[src/rtl/cpu_pkg.sv]
// Shared definitions for the ARM-subset pipeline: word size, the canonical NOP,
// fetch FSM states and the IF/ID register payload.
package cpu_pkg;

  localparam int XLEN = 32;
  localparam logic [XLEN-1:0] NOP_INSTR = 32'hE000_0000;

  typedef enum logic [1:0] {
    FS_BOOT,
    FS_RUN,
    FS_FROZEN
  } fetch_state_e;

  typedef struct packed {
    logic [XLEN-1:0] pc4;
    logic [XLEN-1:0] instr;
    logic            valid;
  } if_id_t;

  localparam if_id_t IF_ID_BUBBLE = '{pc4: '0, instr: NOP_INSTR, valid: 1'b0};

  // Saturating increment for the optional performance counters.
  function automatic logic [XLEN-1:0] sat_inc(input logic [XLEN-1:0] v);
    return (v == '1) ? v : v + 1'b1;
  endfunction

endpackage

[src/rtl/fetch_stage_if_id_reg.sv]
// IF/ID pipeline register: flush (reset/boot/branch) beats load, and neither
// asserted holds the current contents (freeze).
module if_id_reg
  import cpu_pkg::*;
(
  input  logic            clk,
  input  logic            rst,
  input  logic            load,
  input  logic            flush,
  input  logic [XLEN-1:0] pc4_in,
  input  logic [XLEN-1:0] instr_in,
  output logic [XLEN-1:0] pc4,
  output logic [XLEN-1:0] instr,
  output logic            valid
);

  if_id_t q;

  // NOTE: sequential state is written with non-blocking assignments only, so
  // every register samples the pre-edge values regardless of block ordering.
  always_ff @(posedge clk) begin
    if (rst || flush) begin
      q <= IF_ID_BUBBLE;
    end else if (load) begin
      q <= '{pc4: pc4_in, instr: instr_in, valid: 1'b1};
    end
  end

  assign pc4   = q.pc4;
  assign instr = q.instr;
  assign valid = q.valid;

endmodule

[src/rtl/fetch_stage.sv]
// Instruction-fetch stage: PC, BOOT/RUN/FROZEN FSM and IF/ID register.
// Optional FETCH_PERF_EN adds saturating fetch_count / stall_count outputs.
module fetch_stage
  import cpu_pkg::*;
#(
  parameter int IMEM_WORDS = 1024
) (
  input  logic                          clk,
  input  logic                          rst,
  input  logic                          freeze,
  input  logic                          branch_taken,
  input  logic [XLEN-1:0]               branch_addr,
  output logic [$clog2(IMEM_WORDS)-1:0] imem_addr,
  input  logic [XLEN-1:0]               imem_data,
  output logic [XLEN-1:0]               pc,
  output logic [XLEN-1:0]               if_id_pc4,
  output logic [XLEN-1:0]               if_id_instr,
`ifdef FETCH_PERF_EN
  output logic [XLEN-1:0]               fetch_count,
  output logic [XLEN-1:0]               stall_count,
`endif
  output logic                          if_id_valid
);

  localparam int AW = $clog2(IMEM_WORDS);

  fetch_state_e state, state_nxt;
  logic [XLEN-1:0] pc_nxt;
  logic [XLEN-1:0] pc_plus4;
  logic            ifid_load;
  logic            ifid_flush;

  // Low two bits of the branch target are architecturally ignored.
  logic unused_target_bits;
  assign unused_target_bits = ^branch_addr[1:0];

  assign pc_plus4  = pc + 32'd4;
  assign imem_addr = pc[AW+1:2];

  always_ff @(posedge clk) begin
    if (rst) begin
      state <= FS_BOOT;
    end else begin
      state <= state_nxt;
    end
  end

  always_comb begin
    state_nxt = state;
    case (state)
      FS_BOOT:           state_nxt = FS_RUN;
      FS_RUN, FS_FROZEN: begin
        if (branch_taken)  state_nxt = FS_RUN;
        else if (freeze)   state_nxt = FS_FROZEN;
        else               state_nxt = FS_RUN;
      end
      default:           state_nxt = FS_BOOT;
    endcase
  end

  // NOTE: every output of this block gets a default first, so no path through
  // the case can leave a signal unassigned and infer a latch.
  always_comb begin
    pc_nxt     = pc;
    ifid_load  = 1'b0;
    ifid_flush = 1'b0;
    case (state)
      FS_BOOT: ifid_flush = 1'b1;
      FS_RUN, FS_FROZEN: begin
        if (branch_taken) begin
          pc_nxt     = {branch_addr[XLEN-1:2], 2'b00};
          ifid_flush = 1'b1;
        end else if (!freeze) begin
          pc_nxt    = pc_plus4;
          ifid_load = 1'b1;
        end
      end
      default: ifid_flush = 1'b1;
    endcase
  end

  always_ff @(posedge clk) begin
    if (rst) begin
      pc <= '0;
    end else begin
      pc <= pc_nxt;
    end
  end

  if_id_reg u_if_id_reg (
    .clk      (clk),
    .rst      (rst),
    .load     (ifid_load),
    .flush    (ifid_flush),
    .pc4_in   (pc_plus4),
    .instr_in (imem_data),
    .pc4      (if_id_pc4),
    .instr    (if_id_instr),
    .valid    (if_id_valid)
  );

`ifdef FETCH_PERF_EN
  logic stall_event;
  assign stall_event = (state != FS_BOOT) && freeze && !branch_taken;

  always_ff @(posedge clk) begin
    if (rst) begin
      fetch_count <= '0;
      stall_count <= '0;
    end else begin
      if (ifid_load)   fetch_count <= sat_inc(fetch_count);
      if (stall_event) stall_count <= sat_inc(stall_count);
    end
  end
`endif

endmodule
[config.mk]
export PLATFORM = sky130hd
export DESIGN_NAME = fetch_stage
export DESIGN_NICKNAME = d
export VERILOG_FILES = /design/src/rtl/cpu_pkg.sv /design/src/rtl/fetch_stage_if_id_reg.sv /design/src/rtl/fetch_stage.sv
export SDC_FILE = /design/constraint.sdc
export NUM_CORES = 1
export LEC_CHECK = 0
export ABC_AREA = 1
export BUFFER_PORTS_ARGS = -buffer_cell sky130_fd_sc_hd__buf_2
export CAP_MARGIN = 20
export CELL_PAD_IN_SITES_DETAIL_PLACEMENT = 2
export CELL_PAD_IN_SITES_GLOBAL_PLACEMENT = 2
export CORE_MARGIN = 8
export CORE_UTILIZATION = 26
export CTS_CLUSTER_SIZE = 14
export DETAILED_ROUTE_END_ITERATION = 6
export GPL_TIMING_DRIVEN = 0
export PLACE_DENSITY_LB_ADDON = 0.1
export SYNTH_ARGS = -nofsm -noshare
export SYNTH_HDL_FRONTEND = slang
export SYNTH_HIERARCHICAL = 1
export SYNTH_SLANG_ARGS = --single-unit
[constraint.sdc]
create_clock -name clk -period 2.3 [get_ports clk]
set_clock_uncertainty 0.2 [all_clocks]
set_input_delay 0.46 -clock clk [delete_from_list [all_inputs] [get_ports clk]]
set_output_delay 0.46 -clock clk [all_outputs]
set_load 0.05 [all_outputs]
# Word-level counts from Yosys, hierarchy flattened
# Index checks and enable logic that the tools add are counted.
# W data, S select, Z words.
dict set report totals {
  output_inout_bits 107
  reg_bits 99
  elab_cells 23
  inputBits 68
}
dict set report op_classes {
  eq_ne 3
  reduce_logical 4
  addsub 1
  mux 10
}
# cell n
set ops {}
lappend ops {{$mux W32} 2}
lappend ops {{$add A32 B3 Y32 const B} 1}
lappend ops {{$mux W1} 5}
lappend ops {{$mux W2} 2}
lappend ops {{$pmux W2 S2} 1}
lappend ops {{$eq A2 B1 Y1 const B} 1}
lappend ops {{$eq A2 B2 Y1 const B} 1}
lappend ops {{$logic_not A2 Y1} 1}
lappend ops {{$ne A2 B1 Y1 const B} 1}
lappend ops {{$reduce_and A2 Y1} 1}
lappend ops {{$reduce_or A2 Y1} 1}
lappend ops {{$logic_or A1 B1 Y1} 1}

# Depth between registers and ports, before layout
# Gate-level depths: netlist of run 1.
dict set report depth {
  ltp_word 4
  ltp_mapped 12
  ltp_nobuf 12
}

# By module
# Netlist of run 1, hierarchy kept.
# module n_inst area_each_um2 cells_per_inst seq_area_each_um2
set by_module_without_submodules {}
lappend by_module_without_submodules {if_id_reg 1 2665.1 403 1301.2}
lappend by_module_without_submodules {fetch_stage 1 2379.8 367 640.6}

# Worst setup path after synthesis of run 1
# Ideal clock, no wire load.
dict set report synth_path {
  path_type {reg2reg}
  startpoint {register pc[3]}
  endpoint {register u_if_id_reg.q, in the netlist u_if_id_reg/pc4[22]}
  setup_ns 0.115
  stages_incl_launch_ff 12
  synth_period_minus_slack_ns 2.223
  slack_ns 0.077
  t_required_ns 1.985
  n_path_buf 0
  arrival_time_ns 1.908
  path_cell_list {dfxtp_1 > ha_1 > nand2_1 > nor2_4 > nand2_4 > nor2_4 > nand3_1 > and2_1 > inv_1 > nand2_1 > nand2_1 > nor2_1}
}
dict set report synth_via {
  elab_chain_cells 1
}
# item line_no
set synth_rtl {}
lappend synth_rtl {{start: declaration} fetch_stage.sv:15} ;# output logic [XLEN-1:0] pc,
lappend synth_rtl {{start signal: assignment} fetch_stage.sv:86} ;# pc <= pc_nxt;
lappend synth_rtl {{$add A32 B3 Y32} fetch_stage.sv:37} ;# assign pc_plus4 = pc + 32'd4;
lappend synth_rtl {{via pc_plus4[22]} fetch_stage.sv:29} ;# logic [XLEN-1:0] pc_plus4;
lappend synth_rtl {{end signal: assignment} fetch_stage_if_id_reg.sv:25} ;# q <= '{pc4: pc4_in, instr: instr_in, valid: 1'b1};
lappend synth_rtl {{end: declaration} fetch_stage_if_id_reg.sv:17} ;# if_id_t q;
# The timed path passes the listed nets, and every way through them passes these cells.
# A chain may end at the register's enable or synchronous reset.

# Worst setup path in the final report of run 1
# Same ends and word-level chain as after synthesis.

==> reports/metrics.yaml, run 1 <==
detailed_routing:
  top_layer: "met5"
  wl_met2_mm: 9.00
  first_iter_violations: 100
  m1WireLength_mm: 8.95
  drc: 0
  antenna_left: 0
  vias: 5262
  vias_per_cell: 4.30
  routed_wl_mm: 19.1
  wl_per_cell_um: 15.6
  dr.pass1.iters: 4
  wl_met3_um: 938
sta:
  max_freq_mhz: 485
  finalSetupTns_ps: 0
  rsz0062_at_grt: "no"
  maxSlewViolCount: 0
  period_share: 0.897
  hold_viol: 0
  setup_viol: 0
  worst_slew_pin_slew_ps: 731
  final.min_clock_period_ps: 2060
  slew-limit-headroom: 0.512
floorplanning:
  ios: 175
  rows: 51
  die_w_um: 155
  core_um2: 19300
  die_height_um: 155
  start_util: 0.262
  dieArea_um2: 24100
worst_setup_path:
  crit_top_cell: "nand2_1"
  critPathMaxStageDelay_ps: 450
  arrival_ps: 2100
  r2r_slack_ps: 240
  worstSetupEndpointType: "flop"
  startpoint_type: "flop"
  ff2ff_path_depth: 11
  path_cells: "ha_1 > nand2_1 > nor2_4 > nand2_4 > nor2_4 > nand3_1 > and2_1 > inv_1 > nand2_1 > nand2_1 > nor2_1"
  worst-setup-path-type: "flop to flop"
  cp_slowest_cell: "dfxtp_1"
  cp_max_fo: 5
  cp.required_ps: 2340
final_layout:
  fin_nets: 1025
  diodes: 0
  fin_area_um2: 6580
  syn2layout_area_growth_pct: 30.3
  final_common_cell: "nand2_1"
  layout_common_cells: "nand2_1 (236), buf_2 (186), nor2_1 (150)"
  fillCellCount: 2447
  drive_above_1_share: 0.266
yosys:
  synth_area_leaders: "dfxtp_1 (38%), nand2_1 (18%), nor2_1 (11%)"
  yosys_warnings: 6
  syn_area_um2: 5040
  ys_types: 25
  yosys_register_bits: 97
  ys_seq_area_frac: 0.385
  yosysTopAreaCell: "dfxtp_1"
  postSynthAreaPerCell_um2: 6.55
  synth_top_area_share: 0.385
  synthCells: 770
global_routing:
  grt-ovfl-total: 0
  grt_pass1_wl_mm: 30.4
  grt_pass1_vias: 5747
  grt_max_degree: 18
  gr-usage-all-layers: 0.158
  antenna_found_initial: 2
cts:
  clk_pin_slew_ps: 70
  cts_hold_buffers: 0
  cts_max_path_buffers: 2
  cts_buffers: 9
  cts.repair.resized: 0
  cts-root-buf: "clkbuf_16"
  post_cts_buffers: 0
  cts.sinks: 97
  cts_tree: "yes"
  clk-insertion-delay-late_ps: 350
  h-tree-depth: 3
power_and_ir_drop:
  ir_drop_mv: 0.335
  leakage_nw: 3.03
  power.density_nw_per_um2: 712
placement:
  gp_congestion: 0.780
  placed_area_um2: 6240
  dp_hpwl_mm: 15.0
  io_buffers: 170
min_path:
  whs_path_depth: 3
  hold_path_class: "primary input to flop"
job:
  maxCapViolCount: 0
outcome:
  status: "finished, final reports clean"
-- cells in the mapped netlist --
| library cell | count |
|---|---|
| a31oi_1 | 2 |
| nor2_2 | 5 |
| nor2_4 | 9 |
| nor2_1 | 150 |
| buf_2 | 16 |
| clkbuf_1 | 9 |
| conb_1 | 1 |
| nand3_1 | 12 |
| xor2_1 | 4 |
| o21ai_0 | 30 |
| buf_6 | 9 |
| a21oi_1 | 56 |
| buf_4 | 14 |
| xnor2_1 | 4 |
| inv_1 | 83 |
| xor2_2 | 7 |
| o21a_1 | 1 |
| nand2_4 | 2 |
| ha_1 | 3 |
| dfxtp_1 | 97 |
| nand2_1 | 236 |
| nor3_1 | 2 |
| nand2_2 | 7 |
| nand3b_1 | 7 |
| and2_1 | 4 |
-- routing by layer --
metal  track usage  vias to the layer above
met5             0                        -
met2         0.270                       95
met4        0.0370                        4
met1         0.198                     2473
met3        0.0386                       15
li1              -                     2675
-- critical path: cells and delay by family, from the launching register on --
family                   cells  cell delay [ps]
buffers and inverters        1               50
AND/OR/NAND/NOR              9             1000
adder cells (fa/ha/maj)      1              250
flip-flops                   1              450
-- where the power goes --
group	switching, W	total (W)	internal, W
clock	0.000730	0.00173	0.00100
combinational	0.000758	0.00107	0.000315
sequential	0.000122	0.00188	0.00176
-- registers in the layout, indices dropped and copies added (netlist names) --
name               count
u_if_id_reg/valid      1
u_if_id_reg/pc4       32
pc                    30
u_if_id_reg/instr     32
state                  2
-- through the flow --
stage                     worst slack (ps)  cells  total power [W]   util  hold slack, ps
final                                  238   1224          0.00468  0.341             126
after global placement               -15.2   1208          0.00300  0.324             232
after detailed placement             -40.1   1208          0.00301  0.324             243
after global routing                  51.0   1224          0.00494  0.341             125
after CTS                              233   1224          0.00478  0.341             114
after floorplan                       77.0    773          0.00267      -             337
-- cell type report --
cell class | instances | area (um2) | share of cell area
inverter | 83 | 312 | 0.0474
sequential | 97 | 1940 | 0.295
timing repair buffer | 170 | 851 | 0.129
buffer | 48 | 320 | 0.0487
tap | 265 | 332 | 0.0504
clock inverter | 6 | 97.6 | 0.0148
multi-input combinational | 545 | 2480 | 0.378
clock buffer | 10 | 239 | 0.0363
-- cells by family after synthesis --
| logic type | share of synthesized area |
|---|---|
| compound gates | 0.0893 |
| xor+xnor | 0.0365 |
| fa+ha+maj | 0.00744 |
| buf+inv | 0.125 |
| flops | 0.385 |
| other cells | 0.000743 |
| simple gates | 0.356 |
-- final timing paths --
check / start / endpoint
worst max-delay path: pc[3] / u_if_id_reg/pc4[22]
worst min-delay path: imem_data[29] / u_if_id_reg/instr[29]
worst max register to register: pc[3] / u_if_id_reg/pc4[22]
worst min register to register: u_if_id_reg/instr[29] / u_if_id_reg/instr[29]
No activity file was read; power rests on OpenSTA's default activity.
==> run 2: changes to the inputs <==
--- a/config.mk
+++ b/config.mk
@@ -6,7 +6,7 @@
 export NUM_CORES = 1
 export LEC_CHECK = 0
 export ABC_AREA = 1
-export BUFFER_PORTS_ARGS = -buffer_cell sky130_fd_sc_hd__buf_2
+export BUFFER_PORTS_ARGS = -buffer_cell sky130_fd_sc_hd__buf_4
 export CAP_MARGIN = 20
 export CELL_PAD_IN_SITES_DETAIL_PLACEMENT = 2
 export CELL_PAD_IN_SITES_GLOBAL_PLACEMENT = 2
==> reports/metrics.yaml, run 2 (synthesis gave the netlist of run 1 again) <==
cts:
  cts-root-buf: "clkbuf_16"
  cts_hold_buffers: 0
  clk-insertion-delay-late_ps: 350
  cts.sinks: 97
  clk_pin_slew_ps: 70
  cts_max_path_buffers: 2
  post_cts_buffers: 0
  cts_buffers: 9
  cts.repair.resized: 0
  cts_tree: "yes"
  h-tree-depth: 3
global_routing:
  grtUsageMet2: 0.268
  grt_pass1_vias: 5705
  grt-ovfl-total: 0
  use_met3: 0.0380
  use_met1: 0.201
  top_usage_layer: "met2"
  grt_max_degree: 17
  gr-usage-all-layers: 0.159
  grt_pass1_wl_mm: 30.5
  antenna_found_initial: 0
placement:
  dp_hpwl_mm: 15.1
  dp_cells: 1208
  io_buffers: 170
  gp_congestion: 0.768
worst_setup_path:
  path_delay_family: "simple AND/OR/NAND/NOR gates"
  worstSetupEndpointType: "flop"
  path_cells: "ha_1 > nand2_1 > nor2_4 > nand2_1 > nor2_2 > xor2_2 > inv_1 > nand2_1 > nand2_1 > nor2_1"
  cp_slowest_cell: "dfxtp_1"
  arrival_ps: 2140
  cp.required_ps: 2390
  critPathBufInv: 1
  startpoint_type: "flop"
  cp_max_fo: 5
  worst-setup-path-type: "flop to flop"
  crit_top_cell: "nand2_1"
  critPathMaxStageDelay_ps: 450
floorplanning:
  die_height_um: 155
  core_um2: 19300
  ios: 175
  die_w_um: 155
  dieArea_um2: 24100
  rows: 51
  start_util: 0.262
sta:
  finalSetupTns_ps: 0
  max_freq_mhz: 486
  hold_viol: 0
  maxSlewViolCount: 0
  worst_slew_pin_slew_ps: 698
  slew-limit-headroom: 0.534
  setup_viol: 0
  period_share: 0.894
  rsz0062_at_grt: "no"
  final.min_clock_period_ps: 2060
detailed_routing:
  antenna_left: 0
  drc: 0
  dr.pass1.iters: 4
  vias_per_cell: 4.26
  vias: 5213
  first_iter_violations: 92
  routed_wl_mm: 19.1
  wl_per_cell_um: 15.6
final_layout:
  fillCellCount: 2409
  multi_input_area_um2: 2480
  fin_cells: 1223
  regArea_um2: 1940
  diodes: 0
  syn2layout_area_growth_pct: 37.9
  final_common_cell: "nand2_1"
  final_util: 0.361
  layout_common_cells: "nand2_1 (236), buf_4 (184), nor2_1 (150)"
  fin_nets: 1025
  drive_above_1_share: 0.265
power_and_ir_drop:
  p_int_w: 0.00300
  leakage_nw: 3.06
  clockPowerShare: 0.339
  pwr-share-comb: 0.252
  seq_power_share: 0.409
  power.density_nw_per_um2: 661
  swShare: 0.348
  total_power_w: 0.00460
  power_switching_w: 0.00160
  ir_drop_mv: 0.339
min_path:
  hold_path_class: "primary input to flop"
job:
  maxCapViolCount: 0
outcome:
  status: "finished, final reports clean"
==> run 2: per-layer routing <==
metal | part of all wire | vias to the layer above
met2 | 0.47 | 94
met5 | 0 | -
met3 | 0.051 | 10
met4 | 0.0090 | 0
met1 | 0.47 | 2434
li1 | - | 2675
==> run 2: layout make-up <==
class / instances / area share
plain buffers: 48 / 0.0460
clock buffers: 9 / 0.0324
clock inverters: 6 / 0.00971
inverters: 83 / 0.0448
multi-input cells: 545 / 0.357
flip-flops and latches: 97 / 0.279
well taps: 265 / 0.0477
repair buffers: 170 / 0.183
==> run 2: worst reg2reg max path, cell delays in order, from the launching register on <==
cell and delay, ps:
dfxtp_1 450, ha_1 260, nand2_1 110, nor2_4 140
nand2_1 90, nor2_2 270, xor2_2 250, inv_1 70
nand2_1 60, nand2_1 50, nor2_1 70
==> run 2: final timing paths <==
path,slack [ps],cells after the start,from,end
max,240,10,pc[3],u_if_id_reg/pc4[16]
min,110,2,rst,state[0]
max reg2reg,240,10,pc[3],u_if_id_reg/pc4[16]
min reg2reg,270,2,u_if_id_reg/instr[31],u_if_id_reg/instr[31]
==> run 2: metrics by stage <==
stage | hold slack (ps) | cell area (um2) | worst slack (ps)
after floorplan | 337 | 5060 | 77.0
after global placement | 239 | 6660 | -35.2
after detailed placement | 249 | 6660 | -63.6
after CTS | 99.9 | 6960 | 207
after global routing | 102 | 6960 | 27.2
final | 112 | 6960 | 244
==> run 2: power groups by stage <==
stage	combinational, W	sequential [W]	clock [W]
final	0.00116	0.00188	0.00156
after global routing	0.00127	0.00190	0.00169
after CTS	0.00118	0.00189	0.00163
after detailed placement	0.00118	0.00192	0
after global placement	0.00116	0.00192	0
after floorplan	0.000519	0.00215	0
==> run 3: changes to the inputs <==
--- a/config.mk
+++ b/config.mk
@@ -18,5 +18,4 @@
 export PLACE_DENSITY_LB_ADDON = 0.1
 export SYNTH_ARGS = -nofsm -noshare
 export SYNTH_HDL_FRONTEND = slang
-export SYNTH_HIERARCHICAL = 1
 export SYNTH_SLANG_ARGS = --single-unit
==> reports/metrics.yaml, run 3 <==
sta:
  finalSetupTns_ps: 0
  maxSlewViolCount: 0
  period_share: 0.924
  rsz0062_at_grt: "no"
  max_freq_mhz: 471
  worst_slew_pin_slew_ps: 627
  hold_viol: 0
  final.min_clock_period_ps: 2120
  setup_viol: 0
  slew-limit-headroom: 0.582
cts:
  clk_pin_slew_ps: 70
  cts-root-buf: "clkbuf_16"
  clk-insertion-delay-late_ps: 350
  cts_tree: "yes"
  cts.sinks: 95
  cts_buffers: 9
  h-tree-depth: 3
  cts_max_path_buffers: 2
global_routing:
  grt_pass1_wl_mm: 30.1
  antenna_found_initial: 0
  grt-ovfl-total: 0
  gr-usage-all-layers: 0.171
  grt_max_degree: 18
  grt_pass1_vias: 5715
yosys:
  yosysMostFrequentCell: "nor2_1"
  synth_top_area_share: 0.410
  ys.flop_type: "dfxtp_1"
  postSynthAreaPerCell_um2: 7.00
  yosysTopAreaCell: "dfxtp_1"
  synthArstFlopShare: 0
  synth_common_cells: "nor2_1 (140), nand2_1 (110), dfxtp_1 (95)"
  synthCells: 663
  syn_area_um2: 4640
  ys_seq_area_frac: 0.410
  yosys_register_bits: 95
  synth_area_leaders: "dfxtp_1 (41%), nor2_1 (11%), o21ai_0 (9.1%)"
  synth_edf_count: 0
  yosys_warnings: 0
  ys_types: 33
detailed_routing:
  dr.pass1.iters: 4
  wl_met2_mm: 9.91
  m1WireLength_mm: 8.06
  first_iter_violations: 154
  vias_per_cell: 4.62
  wl_per_cell_um: 17.8
  wl_met3_mm: 1.05
  top_layer: "met4"
  drc: 0
  antenna_left: 0
  routed_wl_mm: 19.2
  vias: 4988
power_and_ir_drop:
  power.density_nw_per_um2: 706
  seq_power_share: 0.411
  ir_drop_mv: 0.361
  leakage_nw: 3.21
  p_int_w: 0.00289
  clockPowerShare: 0.323
  pwr-share-comb: 0.266
  swShare: 0.371
  total_power_w: 0.00458
  power_switching_w: 0.00170
floorplanning:
  start_util: 0.262
  core_um2: 17700
  dieArea_um2: 22400
  die_height_um: 150
  rows: 49
  die_w_um: 150
  ios: 175
final_layout:
  diodes: 0
  fin_nets: 916
  final_util: 0.366
  syn2layout_area_growth_pct: 39.8
  largest_register_ffs: 32
  fillCellCount: 2165
  final_common_cell: "buf_4"
  drive_above_1_share: 0.285
  layout_common_cells: "buf_4 (183), nor2_1 (140), nand2_1 (110)"
  fin_area_um2: 6490
worst_setup_path:
  ff2ff_path_depth: 10
  worstSetupEndpointType: "flop"
  r2r-start: "state[0]"
  worst-setup-path-type: "flop to flop"
  r2r_slack_ps: 180
  r2r-end: "u_if_id_reg.pc4[3]"
  arrival_ps: 2160
  cp.required_ps: 2340
  cp-endpoint: "u_if_id_reg.pc4[3]"
  startpoint_type: "flop"
  cp_max_fo: 10
  cp-startpoint: "state[0]"
min_path:
  hold_path_class: "primary input to flop"
  worstHoldStart: "imem_data[5]"
placement:
  dp_hpwl_mm: 15.5
  io_buffers: 168
  placed_area_um2: 6200
  gp_congestion: 0.785
job:
  maxCapViolCount: 0
outcome:
  status: "finished, final reports clean"
==> run 3: cell count changes in the layout (fill, tap and decap cells not counted), moves of 10 or more <==
| cell | change |
|---|---|
| nor2_1 | -10 |
| inv_1 | -34 |
| nand2_1 | -126 |
| o21ai_0 | +54 |
| buf_2 | -11 |
==> run 3: cells by family after synthesis <==
family / Yosys count / share of synthesized area
other cells: 1 / 0.000808
compound gates: 153 / 0.168
buf+inv: 100 / 0.0975
simple gates: 296 / 0.285
xor+xnor: 15 / 0.0315
fa+ha+maj: 3 / 0.00808
flops: 95 / 0.410
==> run 3: cell type report <==
class                   instances  area, um2  share of cell area
repair buffers                168       1260               0.194
inverters                      55        206              0.0318
plain buffers                  45        254              0.0391
multi-input cells             471       2300               0.354
flip-flops and latches         95       1900               0.293
well taps                     229        287              0.0441
clock buffers                   9        225              0.0347
clock inverters                 7       56.3             0.00867
==> run 3: how the worst min path moves through the flow <==
stage,to,slack (ps),cells after the start
CTS,u_if_id_reg.instr[30],100,3
global placement,u_if_id_reg.instr[29],250,2
finish,u_if_id_reg.instr[5],120,3
global route,u_if_id_reg.instr[30],100,3
floorplan,state[0],340,1
detailed placement,u_if_id_reg.instr[30],270,2
==> run 3: stage by stage <==
stage / hold WS, ps / std cells / worst slack, ps
after detailed placement: 266 / 1063 / 62.3
final: 117 / 1079 / 175
after CTS: 105 / 1079 / 51.8
after global routing: 103 / 1079 / 17.1
after floorplan: 337 / 666 / 175
after global placement: 255 / 1063 / 144
==> run 3: timing repair <==
item	in CTS	in global routing
setup endpoints to repair	0	16
buffers inserted	0	0
hold buffers	0	0
resized for setup	0	9
==> run 3: worst max-delay path, cell delays in order (launching register included) <==
cell and delay (ps):
dfxtp_1 340, inv_1 50, ha_1 260, inv_1 60, nor2_1 110, inv_2 70, nor2_4 210, inv_2 160
clkbuf_1 270, nor2_1 200, nor2_1 80
==> run 3: per-layer routing <==
metal,vias up,track usage
met4,0,0.0414
li1,2443,-
met1,2444,0.193
met5,-,0
met2,92,0.312
met3,9,0.0469
==> run 3: power by group through the flow <==
stage | Combinational, W | Clock [W] | Sequential, W
after detailed placement | 0.00124 | 0 | 0.00192
final | 0.00122 | 0.00148 | 0.00188
after global routing | 0.00131 | 0.00159 | 0.00190
after floorplan | 0.000449 | 0 | 0.00223
after global placement | 0.00121 | 0 | 0.00192
after CTS | 0.00124 | 0.00153 | 0.00189
